**config.mk**
```make
export PLATFORM = sky130hd
export DESIGN_NAME = neural_classifier_flat
export DESIGN_NICKNAME = d
export VERILOG_FILES = /design/src/rtl/nn_pkg.sv /design/src/rtl/neural_classifier_if.sv /design/src/rtl/delta_w_gen.sv /design/src/rtl/neural_classifier.sv /design/src/flat_wrapper.sv
export SDC_FILE = /design/constraint.sdc
export NUM_CORES = 1
export LEC_CHECK = 0
export CAP_MARGIN = 10
export CELL_PAD_IN_SITES_DETAIL_PLACEMENT = 1
export CELL_PAD_IN_SITES_GLOBAL_PLACEMENT = 1
export CORE_MARGIN = 10
export CORE_UTILIZATION = 47
export DETAILED_ROUTE_END_ITERATION = 10
export MAX_ROUTING_LAYER = met4
export PLACE_DENSITY = 0.87
export SYNTH_ARGS = -nofsm -noshare
export SYNTH_HDL_FRONTEND = slang
export SYNTH_SLANG_ARGS = --single-unit
```
**constraint.sdc**
```tcl
create_clock -name Clk -period 3.5 [get_ports Clk]
set_clock_uncertainty 0.2 [all_clocks]
set_input_delay 0.35 -clock Clk [delete_from_list [all_inputs] [get_ports Clk]]
set_output_delay 0.35 -clock Clk [all_outputs]
set_load 0.005 [all_outputs]
```
**src/rtl/nn_pkg.sv**
```systemverilog
// +---------------------------------------------------------------+
// | nn_pkg : shared constants, types and helpers for the          |
// |          neural_classifier perceptron front end.              |
// | Rev 1.0                                                       |
// +---------------------------------------------------------------+
`default_nettype none

package nn_pkg;
   localparam int               N_IN_DEF   = 256;
   localparam logic signed [7:0] LR_DEF    = 8'sd4;
   localparam int               INK_TH_DEF = 1536;
   localparam int               GRID       = 16;
   localparam int               WIN        = 256;

   typedef enum logic [0:0] {
      ST_IDLE   = 1'b0,
      ST_STREAM = 1'b1
   } stream_st_e;

   // |z| clamped to 12 bits; the 33-bit intermediate keeps -2^31 positive.
   function automatic logic [11:0] abs_sat12(input logic signed [31:0] z);
      logic [32:0] mag;
      mag = z[31] ? (33'd0 - {1'b1, z}) : {1'b0, z};
      return (|mag[32:12]) ? 12'hFFF : mag[11:0];
   endfunction
endpackage

`default_nettype wire

```
**src/rtl/neural_classifier_if.sv**
```systemverilog
// +---------------------------------------------------------------+
// | neural_classifier_if : pixel, command and result bundle.      |
// | Rev 1.0                                                       |
// +---------------------------------------------------------------+
`default_nettype none

interface neural_classifier_if;
   logic [9:0]        Draw_X, Draw_Y;
   logic [9:0]        oVGA_R, oVGA_G, oVGA_B;
   logic              label;
   logic signed [31:0] Z;
   logic              classify, Record_X, Up_W;
   logic [9:0]        VGA_Red, VGA_Green, VGA_Blue;
   logic              x_values, Get, Get_done, RstH, Hw;
   logic signed [7:0] delta_w;
   logic              delta_valid;
   logic [7:0]        delta_idx;
   logic [15:0]       To_Hex;

   modport master (
      output Draw_X, Draw_Y, oVGA_R, oVGA_G, oVGA_B, label, Z, classify, Record_X, Up_W,
      input  VGA_Red, VGA_Green, VGA_Blue, x_values, Get, Get_done, RstH, Hw,
             delta_w, delta_valid, delta_idx, To_Hex
   );
   modport slave (
      input  Draw_X, Draw_Y, oVGA_R, oVGA_G, oVGA_B, label, Z, classify, Record_X, Up_W,
      output VGA_Red, VGA_Green, VGA_Blue, x_values, Get, Get_done, RstH, Hw,
             delta_w, delta_valid, delta_idx, To_Hex
   );
endinterface

`default_nettype wire

```
**src/rtl/delta_w_gen.sv**
```systemverilog
// +---------------------------------------------------------------+
// | delta_w_gen : recorded-input register and per-index weight    |
// |               delta streamer.  Rev 1.0                        |
// +---------------------------------------------------------------+
`default_nettype none

module delta_w_gen
   import nn_pkg::*;
#(
   parameter int               N_IN = N_IN_DEF,
   parameter logic signed [7:0] LR  = LR_DEF
) (
   input  logic              Clk,
   input  logic              RST,
   input  logic              store_i,
   input  logic              bit_i,
   input  logic [7:0]        bit_idx_i,
   input  logic              up_w_i,
   input  logic              label_i,
   input  logic              hw_i,
   output logic signed [7:0] delta_w_o,
   output logic              delta_valid_o,
   output logic [7:0]        delta_idx_o
);
   stream_st_e      state_q, state_d;
   logic [7:0]      idx_q, idx_d;
   logic [N_IN-1:0] x_q, snap_q, snap_d;
   logic            err_q, err_d, pos_q, pos_d;

   always_comb begin
      state_d = state_q;
      idx_d   = idx_q;
      snap_d  = snap_q;
      err_d   = err_q;
      pos_d   = pos_q;
      case (state_q)
         ST_IDLE: begin
            if (up_w_i) begin
               state_d = ST_STREAM;
               idx_d   = '0;
               snap_d  = x_q;
               err_d   = (label_i != hw_i);
               pos_d   = label_i;
            end
         end
         ST_STREAM: begin
            if (idx_q == 8'(N_IN - 1)) begin
               state_d = ST_IDLE;
               idx_d   = '0;
            end else begin
               idx_d = idx_q + 8'd1;
            end
         end
         default: state_d = ST_IDLE;
      endcase
   end

   always_ff @(posedge Clk or negedge RST) begin
      if (!RST) begin
         state_q <= ST_IDLE;
         idx_q   <= '0;
         snap_q  <= '0;
         err_q   <= 1'b0;
         pos_q   <= 1'b0;
         x_q     <= '0;
      end else begin
         state_q <= state_d;
         idx_q   <= idx_d;
         snap_q  <= snap_d;
         err_q   <= err_d;
         pos_q   <= pos_d;
         if (store_i) x_q[bit_idx_i] <= bit_i;
      end
   end

   assign delta_valid_o = (state_q == ST_STREAM);
   assign delta_idx_o   = idx_q;
   assign delta_w_o     = (delta_valid_o && err_q && snap_q[idx_q]) ? (pos_q ? LR : -LR) : 8'sd0;
endmodule

`default_nettype wire

```
**src/rtl/neural_classifier.sv**
```systemverilog
// +---------------------------------------------------------------+
// | neural_classifier : camera sampler, grid overlay display and  |
// |                     perceptron decision / update front end.   |
// | Rev 1.0                                                       |
// +---------------------------------------------------------------+
`default_nettype none

module neural_classifier
   import nn_pkg::*;
#(
   parameter int               N_IN   = N_IN_DEF,
   parameter logic signed [7:0] LR    = LR_DEF,
   parameter int               INK_TH = INK_TH_DEF
) (
   input  logic             Clk,
   input  logic             RST,
   neural_classifier_if.slave bus
);
   localparam int         GB    = $clog2(GRID);
   localparam int         WB    = $clog2(WIN);
   localparam logic [9:0] WIN_C = 10'(WIN);

   logic        w_blank, w_in_win, w_grid, w_samp, w_rsth, w_ink, w_get;
   logic [11:0] w_sum;
   logic [7:0]  w_idx;

   logic [9:0]  r_q, r_d, g_q, g_d, b_q, b_d;
   logic        xv_q, xv_d, get_q, get_d, done_q, done_d, rsth_q, rsth_d;
   logic        hw_q, hw_d, rec_q, rec_d, arm_q, arm_d;
   logic [15:0] hex_q, hex_d;
   logic [8:0]  cnt_q, cnt_d;
   logic [7:0]  idx_q, idx_d;

   logic signed [7:0] w_dw;
   logic              w_dv;
   logic [7:0]        w_di;

   assign w_blank  = (bus.Draw_X >= 10'd640) || (bus.Draw_Y >= 10'd480);
   assign w_in_win = (bus.Draw_X < WIN_C) && (bus.Draw_Y < WIN_C);
   assign w_grid   = (bus.Draw_X[GB-1:0] == '0) || (bus.Draw_Y[GB-1:0] == '0);
   assign w_samp   = w_in_win && (bus.Draw_X[GB-1:0] == '0) && (bus.Draw_Y[GB-1:0] == '0);
   assign w_rsth   = (bus.Draw_X == 10'd0) && (bus.Draw_Y == 10'd480);
   assign w_sum    = {2'b00, bus.oVGA_R} + {2'b00, bus.oVGA_G} + {2'b00, bus.oVGA_B};
   assign w_ink    = (w_sum < 12'(INK_TH));
   assign w_idx    = {bus.Draw_Y[WB-1:GB], bus.Draw_X[WB-1:GB]};
   // Sampling stays off after reset until the first end-of-frame marker.
   assign w_get    = w_samp && arm_q && (cnt_q < 9'(N_IN)) && !w_rsth;

   always_comb begin
      r_d    = bus.oVGA_R;
      g_d    = bus.oVGA_G;
      b_d    = bus.oVGA_B;
      xv_d   = xv_q;
      idx_d  = idx_q;
      cnt_d  = cnt_q;
      rec_d  = rec_q;
      arm_d  = arm_q;
      hw_d   = hw_q;
      hex_d  = hex_q;
      get_d  = w_get;
      done_d = get_q && (cnt_q == 9'(N_IN));
      rsth_d = w_rsth;

      if (w_blank) begin
         r_d = '0;
         g_d = '0;
         b_d = '0;
      end else if (w_in_win && w_grid) begin
         r_d = 10'h3FF;
         g_d = 10'h3FF;
         b_d = 10'h3FF;
      end else if (w_in_win && w_ink) begin
         r_d = '0;
         g_d = '0;
         b_d = '0;
      end

      if (w_samp) begin
         xv_d  = w_ink;
         idx_d = w_idx;
      end

      if (w_rsth) begin
         cnt_d = '0;
         rec_d = 1'b0;
         arm_d = 1'b1;
      end else begin
         if (w_get)        cnt_d = cnt_q + 9'd1;
         if (bus.Record_X) rec_d = 1'b1;
      end

      if (bus.classify) begin
         hw_d  = (bus.Z > 32'sd0);
         hex_d = {3'b000, hw_d, abs_sat12(bus.Z)};
      end
   end

   always_ff @(posedge Clk or negedge RST) begin
      if (!RST) begin
         r_q    <= '0;
         g_q    <= '0;
         b_q    <= '0;
         xv_q   <= 1'b0;
         get_q  <= 1'b0;
         done_q <= 1'b0;
         rsth_q <= 1'b0;
         hw_q   <= 1'b0;
         hex_q  <= '0;
         cnt_q  <= '0;
         idx_q  <= '0;
         rec_q  <= 1'b0;
         arm_q  <= 1'b0;
      end else begin
         r_q    <= r_d;
         g_q    <= g_d;
         b_q    <= b_d;
         xv_q   <= xv_d;
         get_q  <= get_d;
         done_q <= done_d;
         rsth_q <= rsth_d;
         hw_q   <= hw_d;
         hex_q  <= hex_d;
         cnt_q  <= cnt_d;
         idx_q  <= idx_d;
         rec_q  <= rec_d;
         arm_q  <= arm_d;
      end
   end

   delta_w_gen #(
      .N_IN (N_IN),
      .LR   (LR)
   ) u_delta_w_gen (
      .Clk           (Clk),
      .RST           (RST),
      .store_i       (get_q && rec_q),
      .bit_i         (xv_q),
      .bit_idx_i     (idx_q),
      .up_w_i        (bus.Up_W),
      .label_i       (bus.label),
      .hw_i          (hw_q),
      .delta_w_o     (w_dw),
      .delta_valid_o (w_dv),
      .delta_idx_o   (w_di)
   );

   assign bus.VGA_Red     = r_q;
   assign bus.VGA_Green   = g_q;
   assign bus.VGA_Blue    = b_q;
   assign bus.x_values    = xv_q;
   assign bus.Get         = get_q;
   assign bus.Get_done    = done_q;
   assign bus.RstH        = rsth_q;
   assign bus.Hw          = hw_q;
   assign bus.To_Hex      = hex_q;
   assign bus.delta_w     = w_dw;
   assign bus.delta_valid = w_dv;
   assign bus.delta_idx   = w_di;
endmodule

`default_nettype wire

```
**src/flat_wrapper.sv**
```systemverilog
// flat-port wrapper written by rule: the top's interface ports become plain ports
module neural_classifier_flat import nn_pkg::*;
#(
   parameter int               N_IN   = N_IN_DEF,
   parameter logic signed [7:0] LR    = LR_DEF,
   parameter int               INK_TH = INK_TH_DEF
)
  (Clk, RST, bus_Draw_X, bus_Draw_Y, bus_oVGA_R, bus_oVGA_G, bus_oVGA_B, bus_label, bus_Z, bus_classify, bus_Record_X, bus_Up_W, bus_VGA_Red, bus_VGA_Green, bus_VGA_Blue, bus_x_values, bus_Get, bus_Get_done, bus_RstH, bus_Hw, bus_delta_w, bus_delta_valid, bus_delta_idx, bus_To_Hex);
  neural_classifier_if bus_i ();
  input  logic Clk;
  input  logic RST;
  input wire logic [$bits(bus_i.Draw_X)-1:0] bus_Draw_X;
  input wire logic [$bits(bus_i.Draw_Y)-1:0] bus_Draw_Y;
  input wire logic [$bits(bus_i.oVGA_R)-1:0] bus_oVGA_R;
  input wire logic [$bits(bus_i.oVGA_G)-1:0] bus_oVGA_G;
  input wire logic [$bits(bus_i.oVGA_B)-1:0] bus_oVGA_B;
  input wire logic [$bits(bus_i.label)-1:0] bus_label;
  input wire logic [$bits(bus_i.Z)-1:0] bus_Z;
  input wire logic [$bits(bus_i.classify)-1:0] bus_classify;
  input wire logic [$bits(bus_i.Record_X)-1:0] bus_Record_X;
  input wire logic [$bits(bus_i.Up_W)-1:0] bus_Up_W;
  output wire logic [$bits(bus_i.VGA_Red)-1:0] bus_VGA_Red;
  output wire logic [$bits(bus_i.VGA_Green)-1:0] bus_VGA_Green;
  output wire logic [$bits(bus_i.VGA_Blue)-1:0] bus_VGA_Blue;
  output wire logic [$bits(bus_i.x_values)-1:0] bus_x_values;
  output wire logic [$bits(bus_i.Get)-1:0] bus_Get;
  output wire logic [$bits(bus_i.Get_done)-1:0] bus_Get_done;
  output wire logic [$bits(bus_i.RstH)-1:0] bus_RstH;
  output wire logic [$bits(bus_i.Hw)-1:0] bus_Hw;
  output wire logic [$bits(bus_i.delta_w)-1:0] bus_delta_w;
  output wire logic [$bits(bus_i.delta_valid)-1:0] bus_delta_valid;
  output wire logic [$bits(bus_i.delta_idx)-1:0] bus_delta_idx;
  output wire logic [$bits(bus_i.To_Hex)-1:0] bus_To_Hex;
  assign bus_i.Draw_X = bus_Draw_X;
  assign bus_i.Draw_Y = bus_Draw_Y;
  assign bus_i.oVGA_R = bus_oVGA_R;
  assign bus_i.oVGA_G = bus_oVGA_G;
  assign bus_i.oVGA_B = bus_oVGA_B;
  assign bus_i.label = bus_label;
  assign bus_i.Z = bus_Z;
  assign bus_i.classify = bus_classify;
  assign bus_i.Record_X = bus_Record_X;
  assign bus_i.Up_W = bus_Up_W;
  assign bus_VGA_Red = bus_i.VGA_Red;
  assign bus_VGA_Green = bus_i.VGA_Green;
  assign bus_VGA_Blue = bus_i.VGA_Blue;
  assign bus_x_values = bus_i.x_values;
  assign bus_Get = bus_i.Get;
  assign bus_Get_done = bus_i.Get_done;
  assign bus_RstH = bus_i.RstH;
  assign bus_Hw = bus_i.Hw;
  assign bus_delta_w = bus_i.delta_w;
  assign bus_delta_valid = bus_i.delta_valid;
  assign bus_delta_idx = bus_i.delta_idx;
  assign bus_To_Hex = bus_i.To_Hex;
  neural_classifier #(.N_IN(N_IN), .LR(LR), .INK_TH(INK_TH)) u_core (.Clk(Clk), .RST(RST), .bus(bus_i));
endmodule
```
==> results <==
power groups by stage:
| stage | logic [mW] | clock network (mW) | registers, mW |
|---|---|---|---|
| floorplan | 1.29 | 0 | 7.06 |
| global placement | 2.58 | 0 | 7.14 |
| detailed placement | 2.66 | 0 | 7.14 |
| CTS | 2.95 | 7.56 | 7.02 |
| global route | 3.28 | 7.88 | 7.03 |
| finish | 3.13 | 7.54 | 7.03 |
cells by family after synthesis:
group | Yosys count | synth area share, %
mux | 352 | 16.24
compound gates | 183 | 4.609
xor+xnor | 24 | 0.7628
other cells | 1 | 0.01361
simple gates | 1376 | 20.48
flops | 589 | 53.49
fa+ha+maj | 24 | 1.117
buf+inv | 214 | 3.292
layout make-up:
cell class	instances	share of cell area, %
flip-flops and latches	589	44.07
multi-input cells	1964	36.67
repair buffers	313	9.325
clock buffers	93	5.937
well taps	765	2.860
clock inverters	25	0.9758
inverters	14	0.1570
registers in the layout (all words and copies together) (netlist names):
signal                              flops
u_core.u_delta_w_gen.delta_valid_o      1
u_core.bus.x_values                     1
u_core.bus.Get                          1
u_core.bus.VGA_Blue                    10
u_core.bus.Hw                           1
u_core.bus.VGA_Red                     10
u_core.u_delta_w_gen.pos_q              1
u_core.u_delta_w_gen.err_q              1
u_core.bus.Get_done                     1
u_core.bus.VGA_Green                   10
u_core.bus.RstH                         1
u_core.idx_q                            8
u_core.u_delta_w_gen.delta_idx_o        8
u_core.u_delta_w_gen.x_q              256
u_core.bus.To_Hex                      12
u_core.arm_q                            1
u_core.u_delta_w_gen.snap_q           256
u_core.rec_q                            1
u_core.cnt_q                            9
cell usage after synthesis (17+ instances only):
cell      number
a21oi_1       25
a22oi_1       20
a31oi_1       46
clkbuf_1     159
dfrtp_1      589
ha_1          23
mux2_2       270
mux2i_1       32
mux4_2        49
nand2_1     1037
nand2b_1      17
nand3_1       17
nand4_1       44
nor2_1       152
nor2b_1       21
nor3_1        26
nor4_1        18
o21ai_0       22
worst register-to-register path: stages (launching register included):
cell and delay (ns):
dfrtp_2 0.46, buf_12 0.22, buf_4 0.17, ha_1 0.23, and3_1 0.26, nand3_1 0.16
o21ai_0 0.72, nor2_1 0.12, o21ai_0 0.24, o21ai_0 0.17
cells in the final DEF, fill, tap and decap left out, types with 10 or more instances in the layout:
master,netlist,layout
a21oi_1,25,18
nor4_1,18,10
ha_1,23,22
mux4_2,49,49
clkinv_2,0,10
a22oi_1,20,11
buf_4,15,126
mux2i_1,32,32
clkbuf_16,0,69
xor2_1,11,11
clkbuf_8,0,17
mux2_2,270,268
nand2b_1,17,16
o21ai_0,22,19
dfrtp_1,589,586
nor2b_1,21,17
xnor2_1,13,13
a31oi_1,46,45
nand4_1,44,44
nor2_1,152,152
buf_12,0,29
clkdlybuf4s50_1,0,142
inv_1,14,14
nand3_1,17,16
nand2_1,1037,1036
nor3_1,26,21
metal layers:
metal | global-route usage [%] | vias to the layer above | share of wire (%)
li1 | - | 9615 | -
met2 | 47.87 | 1206 | 49
met3 | 5.890 | 425 | 7.0
met4 | 16.44 | 0 | 6.2
met5 | - | - | 0
met1 | 34.91 | 11885 | 38
path summary, 6_finish.rpt:
| check | depth (start not counted) | start | end |
|---|---|---|---|
| worst max-delay path | 11 | u_core.u_delta_w_gen.delta_idx_o[0] | bus_delta_w[5] |
| worst min-delay path | 4 | bus_oVGA_G[0] | u_core.bus.VGA_Green[0] |
| worst max register to register | 9 | u_core.u_delta_w_gen.delta_idx_o[1] | u_core.u_delta_w_gen.delta_idx_o[5] |
| worst min register to register | 2 | u_core.u_delta_w_gen.x_q[87] | u_core.u_delta_w_gen.snap_q[87] |
| max in group asynchronous | 3 | RST | u_core.u_delta_w_gen.x_q[52] |
| min in group asynchronous | 2 | RST | u_core.u_delta_w_gen.snap_q[163] |
what timing repair did:
action                                  4_1_cts  5_1_grt
buffers inserted                             10        6
cloned                                        1        0
hold buffers                                  1        0
endpoints found under the setup margin        6       37
pin swaps                                    17       20
resized for setup                            64       28
endpoints found under the hold margin        73        0
==> flow_summary.ini <==
[run_status]
status = finished, violations left
violations = negative hold slack, negative setup slack

[clocking]
htreeDepth = 3
clock_path_buffers = 3
clk_pin_slew_worst_paths_ns = 0.07
cts-buffers-inserted = 66
cts-root-buf = clkbuf_16
cts_tree = yes
clock-sinks = 589
clkLatencyLatePin_ns = 0.63

[critical_path]
cp.arrival_ns = 3.52
crit_buf_inv = 4
cp_cell_sequence = buf_12 -> buf_12 -> mux4_2 -> a22oi_2 -> a21oi_2 -> o211a_4 -> nor4_4 -> nor4_4 -> buf_6 -> nor2b_4 -> buf_2
critPathKind = reg2out
path_max_fanout = 6
r2r_slack_ns = 0.40
crit_path_start_kind = register
cp_data_required_time_ns = 2.95
critPathMaxStageDelay_ns = 0.54
critPathCaptureType = output pin
crit_slowest_cell = dfrtp_4
crit_family = compound AO/OA/AOI/OAI gates

[drt]
drtAntennaViolNets = 0
via_per_inst = 6.147
wl_mm = 100.3
drt-pass1-iter-count = 5
routedWlPerCell_microns = 26.65
drc = 0
vias = 23131
drtIter0Drc = 2311

[timing]
max_freq_mhz = 245.7
layout_setup_ws_ns = -0.5703
setup-tns-final_ns = -3.279
finalHoldViolations = 1
drv_slew = 0
timing.hold.ws_ns = -0.01138
fin_crit_ns = 4.070
setup_violations = 6
rsz0062_at_grt = true
worstMarginPinSlew_ns = 1.174
min_period_over_period_pct = 116.3
relSlewSlack_pct = 21.75

[cells_and_area]
fillers = 6180
nets = 3060
final_util_pct = 57.78
final_cell_count_no_fill = 3763
antenna-diode-count = 0
drive_above_1_share_pct = 22.38
syn_to_final_growth_pct = 21.44
seqCellArea_sq_um = 14750
design_area_sq_um = 33460
multiInputGateArea_sq_um = 12270

[yosys]
netlist.area_leader.share_pct = 53.49
synthesis.area_sq_um = 27560
async_reset_ff_share_pct = 100.0
ys_ff_latch = 589
ys_dominant_reg_cell = dfrtp_1
synth_edf_count = 0
synth-seq-area-share_pct = 53.49
syn-instance-count = 2763
yosysUniqueCellTypes = 74
synth.largest_area_cell = dfrtp_1
syn_area_per_cell_sq_um = 9.973
synth.area.top_cells = dfrtp_1 53%, nand2_1 14%, mux2_2 11%, mux4_2 4.0%, clkbuf_1 2.2%
synth_warnings = 0

[pwr]
clkPwrFrac_pct = 42.6
p_int_mw = 12.80
ir_drop_v = 0.0004453
seqPwrFrac_pct = 39.7
total_power_mw = 17.70
p_per_area_nw_per_um2 = 528.9
p_sw_share_pct = 27.70
pwr-share-comb_pct = 17.7
p_leak_nw = 16.32
power_switching_mw = 4.903

[global_route]
grt_max_degree = 258
grt_pass1_wl_mm = 153.5
grt_use_total_pct = 29.81
grt-ovfl-total = 0
antenna_found_initial = 0
grt_pass1_vias = 25707

[floorplanning]
rows = 88
core_sq_um = 57920
die_x_microns = 262.1
ioPinCount = 156
die_y_microns = 262.1
dieArea_sq_um = 68710
start_util_pct = 47.58

[hold_path]
hp-class = in2reg

[place]
dp_hpwl_mm = 59.30
place.gp.congestion = 0.9102
numPortBuffers = 150
dp_slack_ns = -0.5908
dp.cells = 3629
place_area_sq_um = 30690

[flow_run]
max_cap_violations = 0
Power figures use the tool's default switching activity.
